File: src/rtl/hash_stream_pkg.sv
// Shared definitions for the packed hash-table stream interface:
// op codes, response flag offsets and the request packing helper.
package hash_stream_pkg;

  localparam logic [1:0] OP_READ   = 2'b00;
  localparam logic [1:0] OP_WRITE  = 2'b01;
  localparam logic [1:0] OP_DELETE = 2'b10;

  localparam int FLG_NO_DEL      = 0;
  localparam int FLG_NO_SPACE    = 1;
  localparam int FLG_NOT_FOUND   = 2;
  localparam int FLG_KEY_PRESENT = 3;

  localparam int PACK_MAX_W  = 128;
  localparam int FIELD_MAX_W = 64;

  // Width-generic packer: callers zero-extend their fields and keep the low
  // 2+key_w+data_w bits of the result.
  function automatic logic [PACK_MAX_W-1:0] pack_req(
    input logic [1:0]             op,
    input logic [FIELD_MAX_W-1:0] key,
    input logic [FIELD_MAX_W-1:0] data,
    input int                     key_w,
    input int                     data_w
  );
    logic [PACK_MAX_W-1:0] key_mask;
    logic [PACK_MAX_W-1:0] data_mask;
    key_mask  = (PACK_MAX_W'(1) << key_w) - PACK_MAX_W'(1);
    data_mask = (PACK_MAX_W'(1) << data_w) - PACK_MAX_W'(1);
    return (PACK_MAX_W'(op) << (key_w + data_w))
         | ((PACK_MAX_W'(key) & key_mask) << data_w)
         | (PACK_MAX_W'(data) & data_mask);
  endfunction

endpackage

File: src/rtl/rsp_fifo.sv
// Synchronous show-ahead FIFO; head entry is visible on pop_data while !empty.
// DEPTH must be a power of two.
module rsp_fifo #(
  parameter int WIDTH = 12,
  parameter int DEPTH = 4
) (
  input  logic                       clk,
  input  logic                       reset,
  input  logic                       push,
  input  logic [WIDTH-1:0]           push_data,
  input  logic                       pop,
  output logic [WIDTH-1:0]           pop_data,
  output logic                       full,
  output logic                       empty,
  output logic [$clog2(DEPTH+1)-1:0] count
);

  localparam int AW = $clog2(DEPTH);
  localparam int PW = AW + 1;
  localparam int CW = $clog2(DEPTH + 1);

  logic [WIDTH-1:0] mem [DEPTH];
  logic [PW-1:0]    wr_ptr;
  logic [PW-1:0]    rd_ptr;
  logic             do_push;
  logic             do_pop;

  // Pointers carry one wrap bit so full and empty are distinguishable.
  assign full     = (wr_ptr[AW] != rd_ptr[AW]) && (wr_ptr[AW-1:0] == rd_ptr[AW-1:0]);
  assign empty    = (wr_ptr == rd_ptr);
  assign count    = CW'(wr_ptr - rd_ptr);
  assign do_push  = push && !full;
  assign do_pop   = pop && !empty;
  assign pop_data = mem[rd_ptr[AW-1:0]];

  always_ff @(posedge clk or posedge reset) begin
    if (reset) begin
      wr_ptr <= '0;
      rd_ptr <= '0;
    end else begin
      if (do_push) wr_ptr <= wr_ptr + PW'(1);
      if (do_pop)  rd_ptr <= rd_ptr + PW'(1);
    end
  end

  always_ff @(posedge clk) begin
    if (do_push) mem[wr_ptr[AW-1:0]] <= push_data;
  end

endmodule

File: src/rtl/hash_request_master.sv
// Client-side initiator for the hash-table stream: registers packed requests,
// buffers unpacked responses and limits the number of requests in flight.
module hash_request_master
  import hash_stream_pkg::*;
#(
  parameter int KEY_WIDTH       = 2,
  parameter int DATA_WIDTH      = 32,
  parameter int MAX_OUTSTANDING = 4
) (
  input  logic                                 clk,
  input  logic                                 reset,
  input  logic                                 cmd_valid_i,
  output logic                                 cmd_ready_o,
  input  logic [1:0]                           cmd_op_i,
  input  logic [KEY_WIDTH-1:0]                 cmd_key_i,
  input  logic [DATA_WIDTH-1:0]                cmd_data_i,
  output logic [2+KEY_WIDTH+DATA_WIDTH-1:0]    req_data_o,
  output logic                                 req_valid_o,
  input  logic                                 req_ready_i,
  input  logic [2+KEY_WIDTH+DATA_WIDTH-1:0]    rsp_data_i,
  input  logic                                 rsp_valid_i,
  output logic                                 rsp_ready_o,
  output logic                                 rsp_valid_o,
  input  logic                                 rsp_ready_i,
  output logic [DATA_WIDTH-1:0]                rsp_read_data_o,
  output logic                                 rsp_no_del_target_o,
  output logic                                 rsp_no_write_space_o,
  output logic                                 rsp_not_found_o,
  output logic                                 rsp_key_present_o,
  output logic [$clog2(MAX_OUTSTANDING+1)-1:0] in_flight_o,
  output logic                                 protocol_err_o
);

  localparam int REQ_W = 2 + KEY_WIDTH + DATA_WIDTH;
  localparam int RSP_W = DATA_WIDTH + 4;
  localparam int CNT_W = $clog2(MAX_OUTSTANDING + 1);

  logic                  cmd_accept;
  logic                  rsp_push;
  logic                  rsp_pop;
  logic                  fifo_full;
  logic                  fifo_empty;
  logic [RSP_W-1:0]      fifo_rdata;
  logic [CNT_W-1:0]      fifo_count;
  logic [PACK_MAX_W-1:0] packed_full;
  logic                  unused_pack_bits;

  assign packed_full      = pack_req(cmd_op_i, FIELD_MAX_W'(cmd_key_i), FIELD_MAX_W'(cmd_data_i),
                                     KEY_WIDTH, DATA_WIDTH);
  assign unused_pack_bits = ^packed_full[PACK_MAX_W-1:REQ_W];

  assign cmd_ready_o = (!req_valid_o || req_ready_i) && (in_flight_o < CNT_W'(MAX_OUTSTANDING));
  assign cmd_accept  = cmd_valid_i && cmd_ready_o;
  assign rsp_ready_o = !fifo_full;
  assign rsp_push    = rsp_valid_i && rsp_ready_o;
  assign rsp_valid_o = !fifo_empty;
  assign rsp_pop     = rsp_valid_o && rsp_ready_i;

  // Request register: holds while stalled, reloads on accept, drains on handshake.
  always_ff @(posedge clk or posedge reset) begin
    if (reset) begin
      req_valid_o <= 1'b0;
      req_data_o  <= '0;
    end else if (cmd_accept) begin
      req_valid_o <= 1'b1;
      req_data_o  <= packed_full[REQ_W-1:0];
    end else if (req_ready_i) begin
      req_valid_o <= 1'b0;
    end
  end

  // Credit is returned only when the client consumes the response.
  always_ff @(posedge clk or posedge reset) begin
    if (reset) begin
      in_flight_o <= '0;
    end else begin
      case ({cmd_accept, rsp_pop})
        2'b10:   in_flight_o <= in_flight_o + CNT_W'(1);
        2'b01:   if (in_flight_o != '0) in_flight_o <= in_flight_o - CNT_W'(1);
        default: ;
      endcase
    end
  end

  always_ff @(posedge clk or posedge reset) begin
    if (reset) begin
      protocol_err_o <= 1'b0;
    end else if (rsp_push && (in_flight_o == fifo_count)) begin
      protocol_err_o <= 1'b1;
    end
  end

  rsp_fifo #(
    .WIDTH (RSP_W),
    .DEPTH (MAX_OUTSTANDING)
  ) u_rsp_fifo (
    .clk       (clk),
    .reset     (reset),
    .push      (rsp_push),
    .push_data (rsp_data_i[RSP_W-1:0]),
    .pop       (rsp_pop),
    .pop_data  (fifo_rdata),
    .full      (fifo_full),
    .empty     (fifo_empty),
    .count     (fifo_count)
  );

  generate
    if (REQ_W > RSP_W) begin : g_unused_rsp
      logic unused_rsp_bits;
      assign unused_rsp_bits = ^rsp_data_i[REQ_W-1:RSP_W];
    end
  endgenerate

  // Unpacked fields read as zero whenever no response is presented.
  assign rsp_read_data_o      = rsp_valid_o ? fifo_rdata[DATA_WIDTH-1:0] : '0;
  assign rsp_no_del_target_o  = rsp_valid_o && fifo_rdata[DATA_WIDTH + FLG_NO_DEL];
  assign rsp_no_write_space_o = rsp_valid_o && fifo_rdata[DATA_WIDTH + FLG_NO_SPACE];
  assign rsp_not_found_o      = rsp_valid_o && fifo_rdata[DATA_WIDTH + FLG_NOT_FOUND];
  assign rsp_key_present_o    = rsp_valid_o && fifo_rdata[DATA_WIDTH + FLG_KEY_PRESENT];

endmodule
File: config.mk
export PLATFORM = sky130hd
export DESIGN_NAME = hash_request_master
export DESIGN_NICKNAME = d
export VERILOG_FILES = /design/src/rtl/hash_stream_pkg.sv /design/src/rtl/rsp_fifo.sv /design/src/rtl/hash_request_master.sv
export SDC_FILE = /design/constraint.sdc
export NUM_CORES = 1
export LEC_CHECK = 0
export ABC_AREA = 1
export BUFFER_PORTS_ARGS = -buffer_cell sky130_fd_sc_hd__buf_2
export CAP_MARGIN = 30
export CORE_UTILIZATION = 55
export DETAILED_ROUTE_END_ITERATION = 10
export PLACE_DENSITY = 0.9
export SLEW_MARGIN = 20
export SYNTH_ARGS = -nofsm -noshare
export SYNTH_HDL_FRONTEND = slang
export SYNTH_SLANG_ARGS = --single-unit
File: constraint.sdc
create_clock -name clk -period 4.5 [get_ports clk]
set_clock_uncertainty 0.1 [all_clocks]
set_input_delay 0.9 -clock clk [delete_from_list [all_inputs] [get_ports clk]]
set_output_delay 0.9 -clock clk [all_outputs]
set_load 0.01 [all_outputs]
Word level (Yosys, flattened, before mapping)
Memory sizes are Yosys's and may differ from the RTL's.
Index checks and enable logic that the tools add are counted.
{"block": "classes", "addsub": 5, "mul": 0, "div_mod_pow": 0, "order_cmp": 1, "eq_ne": 7, "shift": 0, "n_mux": 7, "bitwise": 2, "reduce_logical": 20}
{"operator": "36-bit by 32-bit OR with 36-bit output", "n": 1}
{"operator": "36-bit by 34-bit OR with 36-bit output", "n": 1}
{"operator": "32-bit two-way mux", "n": 1}
{"operator": "1-bit logical AND", "n": 12}
{"operator": "3-bit by 1-bit adder with 3-bit output (second input constant)", "n": 3}
{"operator": "3-bit equality test", "n": 2}
{"operator": "3-bit case mux with 2 select lines", "n": 1}
{"operator": "1-bit two-way mux", "n": 4}
{"operator": "2-bit nonzero test", "n": 2}
{"operator": "1-bit zero test", "n": 3}
{"operator": "3-bit less-than comparator (second input constant)", "n": 1}
{"operator": "3-bit two-way mux", "n": 1}
{"operator": "3-bit nonzero test", "n": 1}
{"operator": "3-bit by 1-bit subtractor with 3-bit output (second input constant)", "n": 1}
{"operator": "3-bit subtractor", "n": 1}
{"operator": "2-bit by 1-bit equality test with 1-bit output (second input constant)", "n": 1}
{"operator": "2-bit equality test", "n": 1}
{"operator": "2-bit equality test (second input constant)", "n": 1}
{"operator": "2-bit != test (second input constant)", "n": 1}
{"operator": "2-bit AND reduction", "n": 1}
{"operator": "1-bit logical OR", "n": 1}
{"operator": "1-bit != test", "n": 1}
{"block": "totals", "regBits": 47, "latchBits": 0, "mem_bits_rw": 144, "romBits": 0, "in_bits": 78, "out_inout_bits": 80, "elab_cells": 49, "mem_count": 1}
{"name": "u_rsp_fifo.mem", "words": 4, "word_bits": 36, "read_ports": 1, "rd_ports_with_merged_regs": 0, "write_ports": 1, "line_no": "rsp_fifo.sv:22", "source": "logic [WIDTH-1:0] mem [DEPTH];"}

Depth between registers and ports, before layout
Gate-level depths: netlist of run 1.
{"block": "depth", "depth_word": 7, "ltp_mapped": 18, "ltp_nobuf": 16}

Hierarchy
Synthesis of run 1 repeated with hierarchy kept, for this count alone.
{"block": "unflattened", "cells_unflattened": 609, "area_unflattened_um2": 7887.6}
{"mod": "rsp_fifo", "n_inst": 1, "cells_each": 412, "area_per_inst_um2": 5876.9}
{"mod": "hash_request_master", "n_inst": 1, "cells_each": 197, "area_per_inst_um2": 2010.7}

Worst setup path before layout of run 1
No wires, ideal clock.
{"block": "synth_timing", "path_type": "register to register", "from": "register u_rsp_fifo.rd_ptr[1]", "to": "memory u_rsp_fifo.mem[0][0] (netlist name) (enable)", "arrival_ns": 3.042, "required_time_ns": 3.971, "slack_ns": 0.929, "path_stages_with_launch": 10, "path_buffers": 2, "path_cell_list": "dfrtp_1 -> buf_4 -> inv_2 -> clkbuf_1 -> ha_1 -> nand2_1 -> inv_1 -> nand2_2 -> nand2_4 -> nor2_1"}
{"block": "synth_between", "elab_chain_cells": 7}
{"element": "start, declared", "line_no": "rsp_fifo.sv:24", "source": "logic [PW-1:0] rd_ptr;"}
{"element": "start signal, assigned", "line_no": "rsp_fifo.sv:42", "source": "if (do_pop) rd_ptr <= rd_ptr + PW'(1);"}
{"element": "2-bit equality test *", "line_no": "rsp_fifo.sv:29", "source": "assign full = (wr_ptr[AW] != rd_ptr[AW]) && (wr_ptr[AW-1:0] == rd_ptr[AW-1:0]);"}
{"element": "1-bit logical AND *", "line_no": "rsp_fifo.sv:29"}
{"element": "1-bit zero test *", "line_no": "hash_request_master.sv:54", "source": "assign rsp_ready_o = !fifo_full;"}
{"element": "net rsp_ready_o", "line_no": "hash_request_master.sv:22", "source": "output logic rsp_ready_o,"}
{"element": "1-bit logical AND", "line_no": "hash_request_master.sv:55", "source": "assign rsp_push = rsp_valid_i && rsp_ready_o;"}
{"element": "1-bit logical AND *", "line_no": "rsp_fifo.sv:32", "source": "assign do_push = push && !full;"}
{"element": "1-bit two-way mux *", "line_no": "rsp_fifo.sv:47", "source": "if (do_push) mem[wr_ptr[AW-1:0]] <= push_data;"}
{"element": "1-bit two-way mux (not written as such) *", "line_no": "rsp_fifo.sv:47"}
{"element": "end, declared", "line_no": "rsp_fifo.sv:22"}
Mark *: on every way through the listed nets, which the timed path passes. The rest lies on a longest branch.

Worst setup path after layout of run 1
{"block": "layout_timing", "from": "register u_rsp_fifo.rd_ptr[0]", "to": "output port rsp_read_data_o[28]"}
{"block": "layout_between", "elab_chain_cells": 2, "word_cells_on_any_way": 3}
{"element": "memory 4 x 36 bit or 3-bit equality test (tied branches)"}
{"element": "32-bit two-way mux *", "line_no": "hash_request_master.sv:116", "source": "assign rsp_read_data_o = rsp_valid_o ? fifo_rdata[DATA_WIDTH-1:0] : '0;"}
{"element": "end, declared", "line_no": "hash_request_master.sv:25", "source": "output logic [DATA_WIDTH-1:0] rsp_read_data_o,"}
Mark *: on every way between the ends. The rest lies on a longest branch, timed or not.

==> run summary, run 1 <==
Initial Util - 57.4%
Max Slew Vio Count - 0
area grow syn2layout - 19.6%
Die W - 120 um
YS warnings - 0
launching point of the worst reg2reg path - u_rsp_fifo.rd_ptr[0]$_DFFE_PP0P_
RSZ-0062 raised after global routing - no
vias - 5329
Filler cells - 959
Slew @ Worst Pin - 0.929 ns
Mean Syn Cell Area - 11.5 um^2
critical path data arrival time - 2.56 ns
Flop pwr share - 38.6%
CTS Sinks - 191
post-synth top area cell - edfxtp_1
cell with the most instances after synthesis - nor2_1
Syn Std Cell Area - 7720 um^2
standard-cell rows - 42
Reg2Reg Capture Point - u_rsp_fifo.mem[0][22]$_DFFE_PP_
post-CTS setup buffer count - 0
fraction of registers with async set or reset after synthesis - 24.6%
switching power - 0.00265 W
Synth top area share - 56.0%
Final Non-Filler Cells - 1011
CTS root buffer - clkbuf_16
minimum clock period - 3.56 ns
synth unique cells - 27
vias per cell - 5.27
Syn Inst Count - 669
CP startpoint kind - register
WHS Endpoint - protocol_err_o$_DFFE_PP0P_
most frequent cells after synthesis - nor2_1, edfxtp_1, nand2_1, o21ai_0, dfrtp_1
CTS tree - built
worst reg2reg setup slack - 1.70 ns
post-route ant nets - 0
r2r worst-path depth - 7
final wirelength - 16100 um
Seq cells post-synth - 191
total track usage - 23.6%
Final Core Density - 68.6%
vias in the first global route - 5169
Hold Path Class - reg2reg
post-placement cell count - 979
Top FF cell, synth - edfxtp_1
largest net degree at the start of global routing - 53
Syn Nets - 756
IO buf count - 157
worst setup path class - reg2out
Fmax - 0.281 GHz
WP data required - 3.50 ns
Hold Fails Final Rpt - 0
hold_buf cts - 0
worst setup margin - 0.936 ns
sum of negative setup slack - 0 ns
post-CTS sizing - 0
Switching Share - 38.6%
CP max FO - 36
final setup violation count - 0
total power - 0.00686 W
CTS Buffer Depth - 2
H-tree depth - 4
Comb power frac - 40.1%
sequential share of the synthesized area - 71.2%
dpl hpwl - 10000 um
global-route wire length before repair - 25400 um
Num CTS Buffers - 17
Inserted Diodes - 0
WL/cell - 15.9 um
static leakage - 3.88 nW
Worst-Skew Late Latency - 0.42 ns
Clock power frac - 21.3%
Hold Startpoint - protocol_err_o$_DFFE_PP0P_
slowest CP cell - dfrtp_2
RePlAce Congestion - 0.759
Die ar. - 14500 um^2
First-pass DRT Iterations - 6
PwrDens - 743 nW/um^2
I/O pin cnt - 158
layout net count - 909
Die H - 120 um
largest cells by area after synthesis - edfxtp_1, dfrtp_1, nor2_1
status - completed
Hold Path Depth - 2
Iter 0 DRT Violations - 545
number of enable flip-flop cells after synthesis - 144
Pint - 0.00421 W
initial antenna violation count - 1
Critical Path End Type - primary output
Final period util - 79.2%
GR Overflow Total - 0
slowest stage delay, CP - 0.57 ns
DR DRC count - 0
Critical Path, Cell by Cell - ha_1 -> nand2_1 -> inv_1 -> nand3_4 -> inv_2 -> a21oi_1 -> buf_2
Place WS - 1.40 ns
Max Cap Viol - 0
proportion of layout cells with a drive suffix above 1 - 25.9%
CTS clk-pin slew, worst paths - 0.07 ns
Worst VDD drop - 0.372 mV
core area - 13500 um^2
relative slew slack - 37.9%
critical path, delay by kind of cell (launching register included):
family	cells	cell delay, ns
AOI/OAI and AO/OA	1	0.13
adders and majority gates	1	0.39
buffers and inverters	3	0.83
DFF	1	0.57
and+or+nand+nor	2	0.19
per-layer routing:
metal / vias to the layer above / part of all wire, % / routed length, um / global-route usage (%)
met1: 2487 / 41 / 6580 / 29.9
met4: 2 / 1.2 / 196 / 8.80
li1: 2560 / - / - / -
met2: 255 / 49 / 7950 / 38.6
met3: 25 / 8.3 / 1330 / 6.89
met5: - / 0.087 / 14 / 0
how the worst max path moves through the flow:
| stage | start | end | slack [ns] | cells after the start |
|---|---|---|---|---|
| after floorplan | u_rsp_fifo.rd_ptr[1]$_DFFE_PP0P_ | u_rsp_fifo.mem[0][0]$_DFFE_PP_ | 0.93 | 9 |
| after global placement | u_rsp_fifo.rd_ptr[0]$_DFFE_PP0P_ | rsp_read_data_o[17] | 1.42 | 4 |
| after detailed placement | u_rsp_fifo.rd_ptr[0]$_DFFE_PP0P_ | rsp_read_data_o[23] | 1.40 | 7 |
| after CTS | u_rsp_fifo.rd_ptr[0]$_DFFE_PP0P_ | rsp_read_data_o[28] | 0.89 | 7 |
| after global routing | u_rsp_fifo.rd_ptr[0]$_DFFE_PP0P_ | rsp_read_data_o[28] | 0.77 | 7 |
| final | u_rsp_fifo.rd_ptr[0]$_DFFE_PP0P_ | rsp_read_data_o[28] | 0.94 | 7 |
layout by cell type, fill, tap and decap left out:
cell type   count
buf_12          1
a21oi_1        38
nand4_1         3
o21ai_0        67
nand2_2         3
nand2_1       129
nand2_4         1
clkinv_1        3
clkbuf_16      17
buf_4           9
xnor2_1         3
buf_2         157
nand3_4         3
inv_8           1
ha_1            8
inv_6           3
dfrtp_2         1
fa_1            1
inv_1          17
clkinv_4        2
edfxtp_1      144
o2111ai_1       1
nor3_1          1
dfrtp_1        46
o21ai_1         8
o21ai_4         1
xor2_1          5
nor2_1        144
clkinvlp_4      5
bufinv_16       2
inv_2           6
nand3_1         1
nor2_4          4
power groups by stage:
stage                     Sequential, W  Combinational, W  Clock, W
after floorplan                 0.00270           0.00173         0
after global placement          0.00267           0.00263         0
after detailed placement        0.00267           0.00276         0
after CTS                       0.00265           0.00278   0.00149
after global routing            0.00270           0.00306   0.00156
final                           0.00265           0.00275   0.00146
through the flow:
| step | cell area [um^2] | hold slack, ns |
|---|---|---|
| after floorplan | 7720 | 0.363 |
| after global placement | 8630 | 0.349 |
| after detailed placement | 8650 | 0.354 |
| after CTS | 9230 | 0.369 |
| after global routing | 9230 | 0.392 |
| final | 9230 | 0.363 |
flip-flops by register name, summed over array words and instances, names as in the netlist:
| signal | flops |
|---|---|
| req_data_o | 36 |
| u_rsp_fifo.rd_ptr | 3 |
| req_valid_o | 1 |
| in_flight_o | 3 |
| u_rsp_fifo.wr_ptr | 3 |
| protocol_err_o | 1 |
| u_rsp_fifo.mem | 144 |
final cells by class:
type | instances | area [um^2] | area share (%)
sequential | 191 | 5500 | 59.6
multi-input combinational | 421 | 1960 | 21.2
timing repair buffer | 167 | 873 | 9.46
clock buffer | 17 | 425 | 4.61
tap | 176 | 220 | 2.39
clock inverter | 15 | 160 | 1.73
inverter | 24 | 90.1 | 0.976
cell families after synthesis:
group	count (synthesis)	synth area share [%]
AND/OR/NAND/NOR	289	15.0
flip-flops	191	71.2
AO/OA/AOI/OAI	115	7.65
buffers and inverters	57	3.66
adder cells (fa/ha/maj)	9	1.56
XOR/XNOR	8	0.907
(Power assumes the default switching activity.)
==> inputs of run 2 (changes only) <==
- ABC_AREA: 1 -> 0
- CORE_UTILIZATION: 55 -> 49
- PLACE_DENSITY: 0.9 -> 0.86
- clock period: 4.5 -> 3 ns (I/O delays scaled with it)
==> run 2 against run 1 <==
Effect of this change:
- global-route usage shrank 4.8 points
- first-iteration DRC count fell by 61%
- utilization decreased by 6.2 points
- combinational power up 43%
- power increased by 48%
- clock power increased by 56%
- register-to-register slack worse by 1.1 ns
- sequential power up 49%
- via count shrank 19%
- setup slack worse by 0.78 ns
- hold slack worse by 0.099 ns
- non-clock buffer count rose by 3
- critical path type unchanged
- largest power group is now sequential cells
- highest routed layer is now met4
==> run summary, run 2 <==
Hold Path Depth - 3 (was 2)
vias in the first global route - 4384 (was 5169)
post-synthesis compound-gate area fraction - 1.43% (was 7.65%)
largest net degree at the start of global routing - 48 (was 53)
status - completed (unchanged)
total power - 0.0102 W (was 0.00686 W)
simple-gate portion of the synthesized area - 9.89% (was 15.0%)
CP startpoint kind - register (unchanged)
critical path buffer and inverter count - 2 (was 3)
WL/cell - 17.4 um (was 15.9 um)
Max Slew Vio Count - 0 (unchanged)
Area after DPL - 8570 um^2 (was 8650 um^2)
cell with the most instances after synthesis - edfxtp_1 (was nor2_1)
final wirelength - 14200 um (was 16100 um)
proportion of layout cells with a drive suffix above 1 - 39.1% (was 25.9%)
slowest stage delay, CP - 0.41 ns (was 0.57 ns)
CTS clk-pin slew, worst paths - 0.07 ns (about the same)
static leakage - 3.76 nW (was 3.88 nW)
Hold Startpoint - cmd_data_i[25] (was protocol_err_o$_DFFE_PP0P_)
vias - 4334 (was 5329)
CP max FO - 39 (was 36)
launching point of the worst reg2reg path - u_rsp_fifo.wr_ptr[0]$_DFFE_PP0P_ (was u_rsp_fifo.rd_ptr[0]$_DFFE_PP0P_)
PwrDens - 1100 nW/um^2 (was 743 nW/um^2)
Die H - 126 um (was 120 um)
Die ar. - 15900 um^2 (was 14500 um^2)
Worst VDD drop - 0.631 mV (was 0.372 mV)
DR DRC count - 0 (unchanged)
Synth top area share - 57.5% (was 56.0%)
Final period util - 94.9%
Max Cap Viol - 0 (unchanged)
Seq cells post-synth - 191 (unchanged)
post-route ant nets - 0 (unchanged)
Die W - 126 um (was 120 um)
CTS tree - built (unchanged)
Critical Path End Type - primary output (unchanged)
commonest non-fill, non-tap cell in the layout - buf_2 (unchanged)
YS warnings - 0 (unchanged)
fraction of registers with async set or reset after synthesis - 24.6% (unchanged)
Finished Cell Area - 9210 um^2 (was 9230 um^2)
sequential share of the synthesized area - 73.1% (was 71.2%)
total track usage - 18.8% (was 23.6%)
Hold Fails Final Rpt - 0 (unchanged)
Critical Path, Cell by Cell - inv_1 -> ha_1 -> nand2_1 -> or2_4 -> and2_1 -> buf_2 (was ha_1 -> nand2_1 -> inv_1 -> nand3_4 -> inv_2 -> a21oi_1 -> buf_2)
post-synthesis mux area share - 10.9% (was 0%)
Num CTS Buffers - 17 (unchanged)
H-tree depth - 4 (unchanged)
Filler cells - 1074 (was 959)
r2r worst-path depth - 5 (was 7)
CTS root buffer - clkbuf_16 (unchanged)
synth unique cells - 37 (was 27)
layout net count - 709 (was 909)
CTS Sinks - 191 (unchanged)
sum of negative setup slack - 0 ns (unchanged)
Iter 0 DRT Violations - 214 (was 545)
main combinational cell family by area after synthesis - multiplexers (was simple AND/OR/NAND/NOR gates)
Syn Inst Count - 455 (was 669)
Syn Std Cell Area - 7530 um^2 (was 7720 um^2)
Inserted Diodes - 0 (unchanged)
Mean Syn Cell Area - 16.5 um^2 (was 11.5 um^2)
worst setup path class - reg2out (unchanged)
dpl hpwl - 9120 um (was 10000 um)
global-route wire length before repair - 22400 um (was 25400 um)
most frequent cells in the layout - buf_2, edfxtp_1, nand2_1 (was buf_2, nor2_1, edfxtp_1)
max reg flops - 144 (unchanged)
Hold Path Class - in2reg (was reg2reg)
slowest CP cell - dfrtp_1 (was dfrtp_2)
Top FF cell, synth - edfxtp_1 (unchanged)
Syn Nets - 542 (was 756)
CTS Buffer Depth - 2 (unchanged)
Reg2Reg Capture Point - u_rsp_fifo.mem[3][14]$_DFFE_PP_ (was u_rsp_fifo.mem[0][22]$_DFFE_PP_)
number of enable flip-flop cells after synthesis - 144 (unchanged)
core area - 14800 um^2 (was 13500 um^2)
WP data required - 2.30 ns (was 3.50 ns)
area grow syn2layout - 22.4% (was 19.6%)
post-CTS setup buffer count - 0 (unchanged)
Adder-Cell Fraction of Synth Area - 1.60% (was 1.56%)
Initial Util - 51.0% (was 57.4%)
minimum clock period - 2.85 ns
CP delay by family, top - simple AND/OR/NAND/NOR gates (was buffers and inverters)
standard-cell rows - 44 (was 42)
post-synth top area cell - edfxtp_1 (unchanged)
XOR/XNOR Fraction of Synth Area - 1.38% (was 0.907%)
RePlAce Congestion - 0.806 (was 0.759)
vias per cell - 5.29 (was 5.27)
I/O pin cnt - 158 (unchanged)
initial antenna violation count - 0 (was 1)
relative slew slack - 57.2% (was 37.9%)
First-pass DRT Iterations - 4 (was 6)
final setup violation count - 0 (unchanged)
largest cells by area after synthesis - edfxtp_1, dfrtp_1, mux4_2 (was edfxtp_1, dfrtp_1, nor2_1)
Fmax - 0.351 GHz
Slew @ Worst Pin - 0.639 ns (was 0.929 ns)
Worst-Skew Late Latency - 0.42 ns (about the same)
critical path data arrival time - 2.15 ns (was 2.56 ns)
GR Overflow Total - 0 (unchanged)
most frequent cells after synthesis - edfxtp_1, nand2_1, dfrtp_1, and2_1, mux4_2 (was nor2_1, edfxtp_1, nand2_1, o21ai_0, dfrtp_1)
IO buf count - 157 (unchanged)
worst reg2reg setup slack - 0.60 ns (was 1.70 ns)
WHS Endpoint - req_data_o[25]$_DFFE_PP0P_ (was protocol_err_o$_DFFE_PP0P_)
RSZ-0062 raised after global routing - no (unchanged)
run 2: cell count changes after synthesis, sizes merged, moves of 18 or more:
cell and delta:
a21oi -36, and2 +40, inv -18, mux4 +36
nand2 -21, nor2 -145, o21ai -74
run 2: final cells by class:
class	count	area, um^2	area share, %
clock buffer	18	429	4.66
sequential	191	5500	59.8
multi-input combinational	236	1910	20.7
inverter	6	22.5	0.245
timing repair buffer	170	940	10.2
clock inverter	14	176	1.92
tap	184	230	2.50
run 2: worst max path at each step:
stage,depth (start not counted),start,endpoint,slack (ns)
5_1_grt,6,u_rsp_fifo.wr_ptr[0]$_DFFE_PP0P_,rsp_read_data_o[4],0.03
4_1_cts,4,u_rsp_fifo.rd_ptr[0]$_DFFE_PP0P_,rsp_read_data_o[31],0.03
6_report,6,u_rsp_fifo.wr_ptr[0]$_DFFE_PP0P_,rsp_read_data_o[14],0.15
2_1_floorplan,11,u_rsp_fifo.rd_ptr[1]$_DFFE_PP0P_,in_flight_o[1]$_DFFE_PP0P_,0.11
3_5_place_dp,6,u_rsp_fifo.wr_ptr[0]$_DFFE_PP0P_,rsp_read_data_o[18],0.33
3_3_place_gp,6,u_rsp_fifo.wr_ptr[0]$_DFFE_PP0P_,rsp_read_data_o[31],0.42
run 2: repair_timing:
item                                   4_1_cts  5_1_grt
endpoints found under the hold margin        0       10
hold buffers                                 0        1
setup endpoints to repair                   36       20
gates resized for setup                      1        1
run 2: report_power, final:
part	total [W]	internal, W	leakage, nW	switching, W
Combinational	0.00392	0.00180	1.57	0.00212
Clock	0.00228	0.00133	0.295	0.000956
Sequential	0.00395	0.00364	1.89	0.000311
Total	0.0102	0.00677	3.76	0.00339
run 2: cells by family after synthesis:
| logic type | Yosys count |
|---|---|
| flip-flops | 191 |
| AND/OR/NAND/NOR | 165 |
| multiplexers | 37 |
| buffers and inverters | 28 |
| AO/OA/AOI/OAI | 14 |
| XOR/XNOR | 11 |
| adder cells (fa/ha/maj) | 9 |
run 2: metal layers:
metal	share of wire [%]	vias to the layer above	global-route usage [%]
met5	0	-	0
met4	0.93	0	5.88
met3	6.6	12	6.37
met2	51	174	32.0
met1	41	2155	22.7
li1	-	1993	-
run 2: through the flow:
step	setup slack [ns]	util, %	cells	hold slack (ns)
4_1_cts	0.0289	62.2	817	0.252
5_1_grt	0.0275	62.4	819	0.245
6_report	0.152	62.4	819	0.264
2_1_floorplan	0.114	-	455	0.396
3_5_place_dp	0.331	58.1	785	0.361
3_3_place_gp	0.422	58.1	785	0.352
run 2: tightest hold or removal path, stage by stage:
cell     delay, ns
buf_2         0.07
nand2_1       0.04
nand2_1       0.05
==> inputs of run 3 (changes only) <==
- CORE_UTILIZATION: 49 -> 51
- CTS_BUF_LIST: unset -> sky130_fd_sc_hd__clkbuf_8
- PLACE_DENSITY: 0.86 -> 0.88
==> run 3 against run 2 <==
Effect of this change:
- combinational power up 6.1%
- setup slack lost 0.028 ns
- routed wire length increased by 2.5%
- power down 6.1%
- critical path type unchanged
- count of clock-buffer cells in the layout decreased by 1
- critical path depth stayed put
- via count decreased by 1.8%
- largest power group is now combinational logic
- design area shrank 2.5%
==> run summary, run 3 (same netlist as run 2, synthesis figures left out) <==
status - completed (unchanged)
RePlAce Congestion - 0.724 (was 0.806)
CP startpoint kind - register (unchanged)
CTS root buffer - clkbuf_8 (was clkbuf_16)
IO buf count - 157 (unchanged)
slowest CP cell - dfrtp_1 (unchanged)
worst reg2reg setup slack - 0.44 ns (was 0.60 ns)
minimum clock period - 2.88 ns (was 2.85 ns)
Critical Path Sink - rsp_read_data_o[8] (was rsp_read_data_o[14])
M1 WL - 5960 um (was 5880 um)
WP data required - 2.30 ns (about the same)
vias - 4254 (was 4334)
initial antenna violation count - 1 (was 0)
Reg2Reg Capture Point - u_rsp_fifo.mem[1][1]$_DFFE_PP_ (was u_rsp_fifo.mem[3][14]$_DFFE_PP_)
Die W - 123 um (was 126 um)
global-route wire length before repair - 20500 um (was 22400 um)
commonest non-fill, non-tap cell in the layout - buf_2 (unchanged)
WL/cell - 17.8 um (was 17.4 um)
Final period util - 95.9% (was 94.9%)
CTS clk-pin slew, worst paths - 0.09 ns (was 0.07 ns)
First-pass DRT Iterations - 5 (was 4)
vias in the first global route - 4085 (was 4384)
layout net count - 712 (was 709)
relative slew slack - 59.3% (was 57.2%)
Initial Util - 52.0% (was 51.0%)
Inserted Diodes - 0 (unchanged)
critical path data arrival time - 2.18 ns (was 2.15 ns)
met2 WL - 7380 um (was 7290 um)
launching point of the worst reg2reg path - u_rsp_fifo.wr_ptr[0]$_DFFE_PP0P_ (unchanged)
dpl hpwl - 9170 um (was 9120 um)
total track usage - 18.7% (was 18.8%)
Hold Fails Final Rpt - 0 (unchanged)
RSZ-0062 raised after global routing - no (unchanged)
DR DRC count - 0 (unchanged)
CP max FO - 9 (was 39)
CTS Buffer Depth - 2 (unchanged)
I/O pin cnt - 158 (unchanged)
Clock power frac - 15.1% (was 22.5%)
max reg flops - 144 (unchanged)
most frequent cells in the layout - buf_2, edfxtp_1, nand2_1 (unchanged)
Final Core Density - 62.0% (was 62.4%)
post-route ant nets - 0 (unchanged)
slowest stage delay, CP - 0.46 ns (was 0.41 ns)
area grow syn2layout - 19.3% (was 22.4%)
r2r worst-path depth - 5 (unchanged)
standard-cell rows - 44 (unchanged)
core area - 14500 um^2 (was 14800 um^2)
GR Overflow Total - 0 (unchanged)
Max Cap Viol - 0 (unchanged)
vias per cell - 5.18 (was 5.29)
CTS Sinks - 191 (unchanged)
Critical Path End Type - primary output (unchanged)
Comb power frac - 43.6% (was 38.6%)
CTS tree - built (unchanged)
PwrDens - 1060 nW/um^2 (was 1100 nW/um^2)
switching power - 0.00342 W (was 0.00339 W)
Fmax - 0.348 GHz (was 0.351 GHz)
sum of negative setup slack - 0 ns (unchanged)
CP startpoint - u_rsp_fifo.wr_ptr[1]$_DFFE_PP0P_ (was u_rsp_fifo.wr_ptr[0]$_DFFE_PP0P_)
final wirelength - 14600 um (was 14200 um)
final setup violation count - 0 (unchanged)
max layer used - met4 (unchanged)
largest net degree at the start of global routing - 41 (was 48)
Flop pwr share - 41.3% (was 38.9%)
Worst VDD drop - 0.575 mV (was 0.631 mV)
Slew @ Worst Pin - 0.609 ns (was 0.639 ns)
Die ar. - 15200 um^2 (was 15900 um^2)
Die H - 123 um (was 126 um)
Num CTS Buffers - 17 (unchanged)
Hold Path Class - in2async (was in2reg)
Critical Path, Cell by Cell - ha_1 -> nand2_2 -> or2_4 -> buf_4 -> and2_1 -> buf_2 (was inv_1 -> ha_1 -> nand2_1 -> or2_4 -> and2_1 -> buf_2)
H-tree depth - 4 (unchanged)
proportion of layout cells with a drive suffix above 1 - 39.5% (was 39.1%)
Switching Share - 35.9% (was 33.3%)
Max Slew Vio Count - 0 (unchanged)
static leakage - 3.65 nW (was 3.76 nW)
Pint - 0.00612 W (was 0.00677 W)
worst setup path class - reg2out (unchanged)
Iter 0 DRT Violations - 179 (was 214)
Worst-Skew Late Latency - 0.46 ns (was 0.42 ns)
met3 WL - 1050 um (was 937 um)
[run 3: routing by layer]
metal | global-route usage (%) | up-vias
met1 | 22.1 | 2081
met5 | 0 | -
li1 | - | 1987
met3 | 5.44 | 19
met4 | 7.23 | 0
met2 | 32.1 | 167
[run 3: cell type report]
class | instances | area (um^2)
fillers | 1039 | 5500
inverters | 6 | 22.5
clock inverters | 15 | 97.6
multi-input cells | 238 | 1940
clock buffers | 17 | 234
well taps | 184 | 230
repair buffers | 171 | 953
flip-flops and latches | 191 | 5500
[run 3: power by group through the flow]
stage,clock network [W],logic (W),registers [W]
6_report,0.00144,0.00416,0.00394
5_1_grt,0.00157,0.00457,0.00401
4_1_cts,0.00148,0.00399,0.00394
3_5_place_dp,0,0.00396,0.00400
3_3_place_gp,0,0.00386,0.00394
2_1_floorplan,0,0.00244,0.00405
[run 3: stage by stage]
step / hold slack (ns) / power, W / cells / cell area [um^2] / setup WS, ns
2_1_floorplan: 0.396 / 0.00649 / 455 / 7530 / 0.114
3_3_place_gp: 0.352 / 0.00780 / 784 / 8580 / 0.473
3_5_place_dp: 0.359 / 0.00796 / 784 / 8580 / 0.384
4_1_cts: 0.0946 / 0.00941 / 816 / 8920 / 0.0801
5_1_grt: 0.127 / 0.0102 / 822 / 8980 / 0.0311
6_report: 0.110 / 0.00954 / 822 / 8980 / 0.124
[run 3: worst min-delay path by stage]
stage               slack, ns  depth (start not counted)                             start                               end
floorplan                0.40                          1  u_rsp_fifo.rd_ptr[2]$_DFFE_PP0P_  u_rsp_fifo.rd_ptr[2]$_DFFE_PP0P_
global placement         0.35                          2        req_data_o[16]$_DFFE_PP0P_        req_data_o[16]$_DFFE_PP0P_
detailed placement       0.36                          2        req_data_o[31]$_DFFE_PP0P_        req_data_o[31]$_DFFE_PP0P_
CTS                      0.09                          2                             reset        in_flight_o[2]$_DFFE_PP0P_
global route             0.13                          2                             reset        req_data_o[24]$_DFFE_PP0P_
finish                   0.11                          2                             reset        req_data_o[24]$_DFFE_PP0P_
[run 3: worst max-delay path: cells and delay by family, from the launching register on]
family | cells | cell delay (ns)
adder cells (fa/ha/maj) | 1 | 0.37
buffers and inverters | 2 | 0.32
AND/OR/NAND/NOR | 3 | 0.56
flip-flops | 1 | 0.46
[run 3: repair_timing]
item / in CTS / in global routing
gates resized for setup: 1 / 5
hold buffers: 0 / 0
setup endpoints to repair: 37 / 36
setup buffers: 0 / 4
pin swaps: 0 / 2
gates cloned: 0 / 2
